[config.mk]
export PLATFORM = sky130hd
export DESIGN_NAME = game_speed_scheduler
export DESIGN_NICKNAME = d
export VERILOG_FILES = /design/src/rtl/game_speed_scheduler.sv
export SDC_FILE = /design/constraint.sdc
export NUM_CORES = 1
export LEC_CHECK = 0
export BUFFER_PORTS_ARGS = -buffer_cell sky130_fd_sc_hd__buf_4
export CORE_ASPECT_RATIO = 0.8
export CORE_MARGIN = 2
export CORE_UTILIZATION = 35
export DETAILED_ROUTE_END_ITERATION = 10
export PLACE_DENSITY = 0.55
export SYNTH_ARGS = -nofsm -noshare
export SYNTH_HDL_FRONTEND = slang
export SYNTH_SLANG_ARGS = --single-unit
[constraint.sdc]
create_clock -name clk -period 2.45 [get_ports clk]
set_input_delay 0.245 -clock clk [delete_from_list [all_inputs] [get_ports clk]]
set_output_delay 0.245 -clock clk [all_outputs]
set_load 0.05 [all_outputs]
[src/rtl/game_speed_scheduler.sv]
// game_speed_scheduler
// ---------------------------------------------------------------------------
// Purpose:
//   Game-flow controller for the dino scroll-speed datapath. Runs the
//   IDLE/RUN/PAUSED/OVER game FSM. While running it raises a fixed-point
//   scroll speed every STEP_INTERVAL frames, saturating at MAXIMUM_SPEED.
//   On every frame it adds the speed into a fractional accumulator and
//   sends the whole-pixel part to the obstacle/ground scrollers.
//
// Ports:
//   clk           system clock
//   rst           synchronous, active-high reset (highest priority)
//   frame_tick    one-cycle pulse per video frame
//   start         one-cycle pulse, debounced start button
//   pause         one-cycle pulse, debounced pause toggle
//   collision     one-cycle pulse, dino hit an obstacle
//   speed         current fixed-point speed (FRAC_PART_SIZE fraction bits)
//   scroll_px     integer pixels to scroll; holds between pulses
//   scroll_valid  one-cycle pulse qualifying scroll_px
//   state         FSM state: 0=IDLE, 1=RUN, 2=PAUSED, 3=OVER
//   running       high iff state==RUN (registered)
//
// Handshake: there is no back-pressure. scroll_valid is a single-cycle
// strobe; the consumer must accept scroll_px in the cycle the strobe is high.
// The value stays on scroll_px afterwards for display/debug use.
// ---------------------------------------------------------------------------
module game_speed_scheduler #(
  parameter int FRAC_PART_SIZE = 2,
  parameter int SPEED_W        = 12 + FRAC_PART_SIZE,
  parameter int DEFAULT_SPEED  = 1 << FRAC_PART_SIZE,
  parameter int MAXIMUM_SPEED  = 46,
  parameter int STEP_INTERVAL  = 600,
  parameter int STEP_SIZE      = 1
) (
  input  logic                        clk,
  input  logic                        rst,
  input  logic                        frame_tick,
  input  logic                        start,
  input  logic                        pause,
  input  logic                        collision,
  output logic [SPEED_W-1:0]          speed,
  output logic [SPEED_W-FRAC_PART_SIZE-1:0] scroll_px,
  output logic                        scroll_valid,
  output logic [1:0]                  state,
  output logic                        running
);

  localparam int CNT_W = (STEP_INTERVAL > 1) ? $clog2(STEP_INTERVAL) : 1;
  localparam int PX_W  = SPEED_W - FRAC_PART_SIZE;

  localparam logic [CNT_W-1:0]   CNT_LAST  = CNT_W'(STEP_INTERVAL - 1);
  localparam logic [SPEED_W-1:0] SPEED_DEF = SPEED_W'(DEFAULT_SPEED);
  localparam logic [SPEED_W-1:0] SPEED_MAX = SPEED_W'(MAXIMUM_SPEED);
  localparam logic [SPEED_W:0]   SPEED_MAX_X = (SPEED_W + 1)'(MAXIMUM_SPEED);
  localparam logic [SPEED_W:0]   STEP_X      = (SPEED_W + 1)'(STEP_SIZE);

  typedef enum logic [1:0] {
    S_IDLE   = 2'd0,
    S_RUN    = 2'd1,
    S_PAUSED = 2'd2,
    S_OVER   = 2'd3
  } state_t;

  state_t                    state_q, state_d;
  logic [SPEED_W-1:0]        speed_q, speed_d;
  logic [CNT_W-1:0]          frame_cnt_q, frame_cnt_d;
  logic [FRAC_PART_SIZE-1:0] frac_acc_q, frac_acc_d;
  logic [PX_W-1:0]           scroll_px_q, scroll_px_d;
  logic                      scroll_valid_q, scroll_valid_d;
  logic                      running_q, running_d;

  // One extra bit on both sums so neither can wrap before being inspected.
  logic [SPEED_W:0] scroll_sum;
  logic [SPEED_W:0] speed_inc;
  logic [SPEED_W-1:0] speed_sat;

  assign scroll_sum = {1'b0, speed_q} + (SPEED_W + 1)'(frac_acc_q);
  assign speed_inc  = {1'b0, speed_q} + STEP_X;
  // >= so that a step larger than the remaining headroom still clamps.
  assign speed_sat  = (speed_inc >= SPEED_MAX_X) ? SPEED_MAX : speed_inc[SPEED_W-1:0];

  always_comb begin
    state_d        = state_q;
    speed_d        = speed_q;
    frame_cnt_d    = frame_cnt_q;
    frac_acc_d     = frac_acc_q;
    scroll_px_d    = scroll_px_q;
    scroll_valid_d = 1'b0;

    case (state_q)
      S_IDLE: begin
        speed_d = SPEED_DEF;
        if (start) begin
          state_d     = S_RUN;
          frame_cnt_d = '0;
          frac_acc_d  = '0;
        end
      end

      S_RUN: begin
        // collision > pause > frame_tick; a tick that loses is simply dropped.
        if (collision) begin
          state_d = S_OVER;
        end else if (pause) begin
          state_d = S_PAUSED;
        end else if (frame_tick) begin
          // Scroll uses the speed before this frame's possible step.
          scroll_px_d    = PX_W'(scroll_sum >> FRAC_PART_SIZE);
          scroll_valid_d = 1'b1;
          frac_acc_d     = scroll_sum[FRAC_PART_SIZE-1:0];
          if (frame_cnt_q == CNT_LAST) begin
            frame_cnt_d = '0;
            speed_d     = speed_sat;
          end else begin
            frame_cnt_d = frame_cnt_q + 1'b1;
          end
        end
      end

      S_PAUSED: begin
        if (pause) begin
          state_d = S_RUN;
        end
      end

      S_OVER: begin
        // speed keeps its final value for the score display until restart.
        if (start) begin
          state_d     = S_RUN;
          speed_d     = SPEED_DEF;
          frame_cnt_d = '0;
          frac_acc_d  = '0;
        end
      end

      default: state_d = S_IDLE;
    endcase

    running_d = (state_d == S_RUN);
  end

  always_ff @(posedge clk) begin
    if (rst) begin
      state_q        <= S_IDLE;
      speed_q        <= SPEED_DEF;
      frame_cnt_q    <= '0;
      frac_acc_q     <= '0;
      scroll_px_q    <= '0;
      scroll_valid_q <= 1'b0;
      running_q      <= 1'b0;
    end else begin
      state_q        <= state_d;
      speed_q        <= speed_d;
      frame_cnt_q    <= frame_cnt_d;
      frac_acc_q     <= frac_acc_d;
      scroll_px_q    <= scroll_px_d;
      scroll_valid_q <= scroll_valid_d;
      running_q      <= running_d;
    end
  end

  assign speed        = speed_q;
  assign scroll_px    = scroll_px_q;
  assign scroll_valid = scroll_valid_q;
  assign state        = state_q;
  assign running      = running_q;

endmodule
==> Word level (Yosys, flattened, before mapping) <==
Index checks and enable logic that the tools add are counted.
{ "op_classes": {"bitwise_logic": 3, "n_mux": 24, "n_lt_le_gt_ge": 1, "n_addsub": 3, "eq_ne": 11, "n_reduce_logical": 8} }
{ "ops": {"columns": ["op", "count"], "rows": [
  ["$mux 14", 6],
  ["$mux 10", 5],
  ["$pmux 14 s3", 1],
  ["$pmux 10 s2", 1],
  ["$mux 2", 8],
  ["$add 14x1->15 const B", 1],
  ["$ge 15x6->1 const B", 1],
  ["$add 14x2->14", 1],
  ["$add 10x1->10 const B", 1],
  ["$eq 10x10->1 const B", 1],
  ["$ne 2x2->1 const B", 5],
  ["$pmux 2 s3", 1],
  ["$reduce_and 6->1", 1],
  ["$reduce_and 5->1", 1],
  ["$eq 2x1->1 const B", 2],
  ["$eq 2x2->1 const B", 2],
  ["$pmux 2 s2", 1],
  ["$reduce_and 4->1", 1],
  ["$reduce_or 4->1", 1],
  ["$not 1->1", 3],
  ["$reduce_bool 3->1", 1],
  ["$logic_not 2->1", 1],
  ["$ne 2x1->1 const B", 1],
  ["$reduce_bool 2->1", 1],
  ["2 further kinds", 2]
]} }
{ "word_totals": {"regBits": 42, "output_inout_bits": 30, "input_bits": 6} }

==> Depth between registers and ports, before layout <==
Gate-level depths: netlist (run 1).
{ "depth": {"word_depth": 8, "mapped_depth": 10, "ltp_nobuf": 8} }

==> Worst setup path after synthesis (run 1) <==
No wires, ideal clock.
{ "synth_path": {"path_type": "reg2reg", "from": "register speed_q[1] (netlist: speed[1])", "to": "register speed_q[2] (netlist: speed[2])", "required_time_ns": 2.329, "n_path_buf": 1, "stages_incl_launch_ff": 9, "path_slack_ns": -0.102, "arrival_time_ns": 2.432, "cell_sequence": "dfxtp_1 > ha_1 > buf_2 > and3_1 > and4_1 > o2111ai_1 > a211oi_2 > a41oi_1 > mux2_2"} }
{ "synth_via": {"elab_chain_cells": 8} }
{ "synth_rtl": {"columns": ["item", "line_no", "source"], "rows": [
  ["start, declared", "65", "logic [SPEED_W-1:0] speed_q, speed_d;"],
  ["start signal, assigned", "153", "speed_q <= speed_d;"],
  ["$add 14x1->15 (*)", "78", "assign speed_inc = {1'b0, speed_q} + STEP_X;"],
  ["$ge 15x6->1", "80", "assign speed_sat = (speed_inc >= SPEED_MAX_X) ? SPEED_MAX : speed_inc[SPEED_W-1:0];"],
  ["$mux 14 (*)", "80", null],
  ["$mux 14 (*)", "111", "if (frame_cnt_q == CNT_LAST) begin"],
  ["$mux 14 (*)", "106", "end else if (frame_tick) begin"],
  ["$mux 14 (*)", "104", "end else if (pause) begin"],
  ["$mux 14 (*)", "102", "if (collision) begin"],
  ["$pmux 14 s3 (*)", "90", "case (state_q)"]
]} }
Every way passes the cells marked *; elsewhere a longest branch is shown, timed or not. The select of a mux whose other input is x is not followed.
A chain may end at the register's enable or synchronous reset.

==> Final worst setup path (run 1) <==
Same ends and word-level chain as after synthesis.

==> run summary, run 1 <==
Count leader, synth = dfxtp_1
Number of port buffers = 35
Hold_buf cts = 0
Synthesized net count = 285
CP Class = reg -> reg
Final hold vios = 0
CTS tree = done
Inserted Diodes = 0
Largest cells by area after synthesis = dfxtp_1 (37%), nor2_1 (6.2%), ha_1 (4.4%), nand3_1 (3.9%), a211oi_1 (3.6%)
Drt total wl = 5.46 mm
Hold_ws = 281 ps
Max stage delay on crit path = 420 ps
Ys Warns = 0
CTS buffer count = 5
Number of cells on the critical path = 8
CTS sink cnt = 42
Yosys reg bits = 42
Largest net degree at the start of global routing = 27
Commonest cells in the netlist = dfxtp_1 (42), nor2_1 (38), nand3_1 (18)
DP HPWL = 4.02 mm
CTS max path bufs = 2
Commonest register cell after synthesis = dfxtp_1
Post-synth EDFFs = 0
WL/cell = 13.8 µm
Clk pwr share = 29.3%
Slew @ Worst Pin = 472 ps
Fillers = 659
Vias in the first global route = 1816
WHS Path Cells = 3
Sw frac = 33.1%
Min-delay worst type = in -> reg
Fmax achieved = 0.434 GHz
Die area = 7200 µm²
Starting density of the core = 36.1%
Worst EP required = 2640 ps
DRC violations left = 0
CP max FO = 9
Initial antenna violation count = 0
Sequential share of power = 45.1%
Clk_skew = 6.75 ps
Sequential area share after synthesis = 36.8%
Status = finished, final reports clean
Synth area leader = dfxtp_1
Mapped Area = 2290 µm²
CP max stage cell = dfxtp_2
VDD IR max = 205 µV
Buf/Inv on CP = 1
Slew Viols, Final = 0
Vias per cell = 5.14
Max-cap violations = 0
Pwr Total = 1.62 mW
Async SR Flop Fraction = 0%
Met3 WL post-DR = 292 µm
R2R cell count = 8
Final min period = 2300 ps
Die Y = 76.3 µm
Mapped Cells = 270
Max Used Layer = met4
Core area = 6340 µm²
Combinational share of power = 25.6%
Die width = 94.4 µm
Post-Route M1 WL = 3.03 mm
Final instance area = 2800 µm²
Critical Path End Type = flip-flop
I/O Pins = 36
WL met2 = 2.11 mm
Internal Power = 1.08 mW
Area Growth Syn to Fin = 22.5%
GP Congestion = 0.873
First-pass GRT wire length = 9.18 mm
Delay-heaviest family, CP = compound AO/OA/AOI/OAI gates
# setup viols final = 0
Clock latency on the worst-skew pair = 300 ps
Synth Area per Inst = 8.47 µm²
DRT iter0 DRCs = 111
Total grt overflow = 0
Crit-path cells = ha_1 > and3_1 > and4_1 > o2111ai_1 > a211oi_2 > buf_4 > a41oi_1 > mux2_2
Cell Pwr Density = 577 nW/µm²
Drt pass-1 iters = 4
FP Rows = 26
Post-route clock period utilization = 94.1%
Relative slew slack = 68.5%
Layout cells sized above 1 = 22.5%
Leak = 1.10 nW
Vias post-DR = 2029
Crit path launch type = flip-flop
Arrival time worst endpoint = 2500 ps
Synth top area share = 36.8%
Nets = 325
Cell Area, Placed = 2700 µm²
Post-synth cell types = 50
Total track usage = 15.9%
CTS H-Tree Depth = 2
Post-route ant nets = 0
Reg clk slew, reported paths = 90 ps
Net switching power = 535 µW
Root buffer cell = clkbuf_8
[registers in the layout (all words and copies together) (netlist names)]
signal / cells
speed: 14
scroll_px: 12
frame_cnt_q: 10
frac_acc_q: 2
state: 2
running: 1
scroll_valid: 1
[repair_timing]
item	in CTS	in global routing
setup endpoints to repair	0	1
buffers inserted	0	1
gates resized for setup	0	1
[per-layer routing]
layer / up-vias / track usage [%]
li1: 1045 / -
met1: 935 / 26.4
met2: 47 / 19.1
met4: 0 / 5.51
met5: - / 0
met3: 2 / 3.86
[layout make-up]
type	instances	area, µm²	share of cell area, %
repair buffers	48	360	12.9
inverters	7	26.3	0.937
clock inverters	2	12.5	0.446
multi-input cells	206	1370	48.9
well taps	84	105	3.75
flip-flops and latches	42	846	30.2
clock buffers	6	82.6	2.95
[power by group through the flow]
stage	combinational [mW]	sequential, mW	clock (mW)
finish	0.414	0.730	0.474
global route	0.459	0.734	0.525
CTS	0.417	0.731	0.491
detailed placement	0.415	0.746	0
global placement	0.420	0.746	0
floorplan	0.198	0.829	0
[per-stage QoR]
stage          worst slack [ps]  TNS [ps]  utilization (%)  cells
2_1_floorplan               122         0                -    270
3_3_place_gp                196         0             42.5    386
3_5_place_dp               94.7         0             42.5    386
6_report                    145         0             44.2    395
5_1_grt                   -12.5     -12.5             44.2    395
4_1_cts                    63.4         0             44.0    394
[cells by family after synthesis]
logic type                 synth area share [%]
DFF                                        36.8
muxes                                      1.37
and+or+nand+nor                            29.5
adders and majority gates                  5.25
AOI/OAI and AO/OA                          16.6
xor gates and xnor gates                   6.51
buffers and inverters                      3.99
[worst register-to-register path, delay by kind of cell, from the launching register on]
kind | cells | cell delay (ps)
compound gates | 3 | 510
simple gates | 2 | 440
flops | 1 | 420
mux | 1 | 280
buf+inv | 1 | 180
fa+ha+maj | 1 | 360
[final timing paths]
check / startpoint / end / slack [ps]
setup reg to reg: speed[1] / speed[2] / 150
setup / recovery: speed[1] / speed[2] / 150
hold / removal: pause / state[0] / 280
hold reg to reg: scroll_px[4] / scroll_px[4] / 470
[placed cells by master (no fill, tap or decap), types with 3 or more instances in the layout]
cell type,count
o21ai_0,9
nor3_1,4
nor2b_1,6
dfxtp_2,4
ha_1,8
dfxtp_1,38
and4_1,3
a311oi_1,3
nor2_1,38
a211oi_1,11
clkbuf_8,6
nand2_1,17
nand3_1,18
a21oi_1,7
and2_1,11
inv_1,7
nand4_1,5
nand2b_1,3
and3_1,6
buf_4,48
a22oi_1,3
xor2_1,8
xnor2_1,9
Power figures use the tool's default switching activity.
==> run 2, diff against run 1 <==
MAX_ROUTING_LAYER = met4   (was default)
==> run 2 against run 1 <==
Net effect:
- wire length is 0.68% lower
- non-clock buffer count stayed put
- flip-flop and latch count stayed put
- sequential power hardly changed
- critical path depth stayed put
- die area stayed put
- largest cell class unchanged
- highest routed layer unchanged
==> run summary, run 2 (same netlist as run 1, synthesis figures left out) <==
DRC violations left = 0 (unchanged)
Area Growth Syn to Fin = 22.5% (unchanged)
CTS sink cnt = 42 (unchanged)
Delay-heaviest family, CP = compound AO/OA/AOI/OAI gates (unchanged)
Critical Path End Type = flip-flop (unchanged)
# setup viols final = 0 (unchanged)
CTS max path bufs = 2 (unchanged)
Number of port buffers = 35 (unchanged)
Hold EP = state[0] (unchanged)
Min-delay worst type = in -> reg (unchanged)
Leak = 1.10 nW (unchanged)
Nets = 325 (unchanged)
Crit path launch type = flip-flop (unchanged)
VDD IR max = 205 µV (about the same)
R2R cell count = 8 (unchanged)
Total grt overflow = 0 (unchanged)
Clk_skew = 8.38 ps (was 6.75 ps)
CTS tree = done (unchanged)
CP Class = reg -> reg (unchanged)
Root buffer cell = clkbuf_8 (unchanged)
Starting density of the core = 36.1% (unchanged)
Max-cap violations = 0 (unchanged)
Flop-to-flop setup slack = 140 ps (was 150 ps)
Hold_sp = pause (unchanged)
Status = finished, final reports clean (unchanged)
CP max FO = 9 (unchanged)
Die area = 7200 µm² (unchanged)
Inserted Diodes = 0 (unchanged)
TNS Setup = 0 ps (unchanged)
Vias in the first global route = 1819 (was 1816)
WL/cell = 13.7 µm (was 13.8 µm)
CTS H-Tree Depth = 2 (unchanged)
Fmax achieved = 0.434 GHz (about the same)
Initial antenna violation count = 0 (unchanged)
Worst slack, placed = 94.7 ps (unchanged)
Slew @ Worst Pin = 472 ps (about the same)
Buf/Inv on CP = 1 (unchanged)
Max stage delay on crit path = 420 ps (about the same)
Die Y = 76.3 µm (unchanged)
Pwr Total = 1.62 mW (about the same)
Vias per cell = 5.13 (was 5.14)
Commonest non-fill, non-tap cells in the layout = buf_4 (48), nor2_1 (38), dfxtp_1 (38), nand3_1 (18), nand2_1 (17) (unchanged)
Post-route ant nets = 0 (unchanged)
FF-to-FF End = speed[2] (unchanged)
Clock latency on the worst-skew pair = 300 ps (about the same)
DP HPWL = 4.02 mm (unchanged)
Worst r2r src = speed[1] (unchanged)
Core area = 6340 µm² (unchanged)
Final min period = 2310 ps (was 2300 ps)
Max FFs per register = 14 (unchanged)
CTS buffer count = 5 (unchanged)
Drt pass-1 iters = 4 (unchanged)
Vias post-DR = 2026 (was 2029)
Slew Viols, Final = 0 (unchanged)
First-pass GRT wire length = 9.16 mm (was 9.18 mm)
Arrival time worst endpoint = 2490 ps (was 2500 ps)
GP Congestion = 0.887 (was 0.873)
Relative slew slack = 68.5% (about the same)
Worst EP required = 2640 ps (about the same)
Layout cells sized above 1 = 22.5% (unchanged)
Cell Pwr Density = 576 nW/µm² (was 577 nW/µm²)
WHS Path Cells = 3 (unchanged)
DRT iter0 DRCs = 109 (was 111)
Total track usage = 16.4% (was 15.9%)
Final worst slack = 144 ps (was 145 ps)
I/O Pins = 36 (unchanged)
Die width = 94.4 µm (unchanged)
Final hold vios = 0 (unchanged)
CP max stage cell = dfxtp_2 (unchanged)
FP Rows = 26 (unchanged)
Drt total wl = 5.43 mm (was 5.46 mm)
Crit-path cells = ha_1 > and3_1 > and4_1 > o2111ai_1 > a211oi_2 > buf_4 > a41oi_1 > mux2_2 (unchanged)
Largest net degree at the start of global routing = 27 (unchanged)
Most common cell after layout, fill and taps aside = buf_4 (unchanged)
Post-route clock period utilization = 94.1% (about the same)
Reg clk slew, reported paths = 90 ps (about the same)
[run 2: cell counts in the layout (fill, tap and decap cells not counted)]
Identical to the previous run, type by type.
[run 2: what timing repair did]
item / CTS / global route
setup endpoints to repair: 0 / 1
hold buffers: 0 / 0
setup buffers: 0 / 1
endpoints found under the hold margin: 0 / 0
resized for setup: 0 / 1
[run 2: through the flow]
step / utilization, % / instances / cell area (µm²) / hold slack (ps)
after floorplan: - / 270 / 2290 / 435
after global placement: 42.5 / 386 / 2700 / 454
after detailed placement: 42.5 / 386 / 2700 / 456
after CTS: 44.0 / 394 / 2790 / 272
after global routing: 44.2 / 395 / 2800 / 299
final: 44.2 / 395 / 2800 / 281
[run 2: worst register-to-register path, delay by kind of cell, from the launching register on]
kind	cells	cell delay (ps)
compound gates	3	510
simple gates	2	440
flops	1	420
fa+ha+maj	1	360
mux	1	290
buf+inv	1	180
[run 2: layer usage]
metal	track usage [%]	wire length, µm	vias up
met4	5.51	76	0
li1	-	-	1046
met2	19.2	2040	49
met5	-	0	-
met3	3.86	321	8
met1	26.3	2980	923
[run 2: area by class of cell]
class,count,area [µm²]
Fill cell,659,3540
Clock inverter,2,12.5
Inverter,7,26.3
Multi-Input combinational cell,206,1370
Tap cell,84,105
Sequential cell,42,846
Clock buffer,6,82.6
Timing Repair Buffer,48,360
[run 2: report_power, final]
group | internal [mW] | switching (mW)
Clock | 0.227 | 0.245
Sequential | 0.709 | 0.0209
Combinational | 0.148 | 0.266
Total | 1.08 | 0.533
[run 2: how the worst max path moves through the flow]
stage / cells past startpoint / start / end / slack (ps)
after CTS: 7 / speed[1] / speed[2] / 60
after floorplan: 7 / speed[7] / speed[2] / 120
final: 8 / speed[1] / speed[2] / 140
after global routing: 8 / speed[1] / speed[2] / -10
after global placement: 7 / speed[1] / speed[2] / 200
after detailed placement: 7 / speed[1] / speed[2] / 90
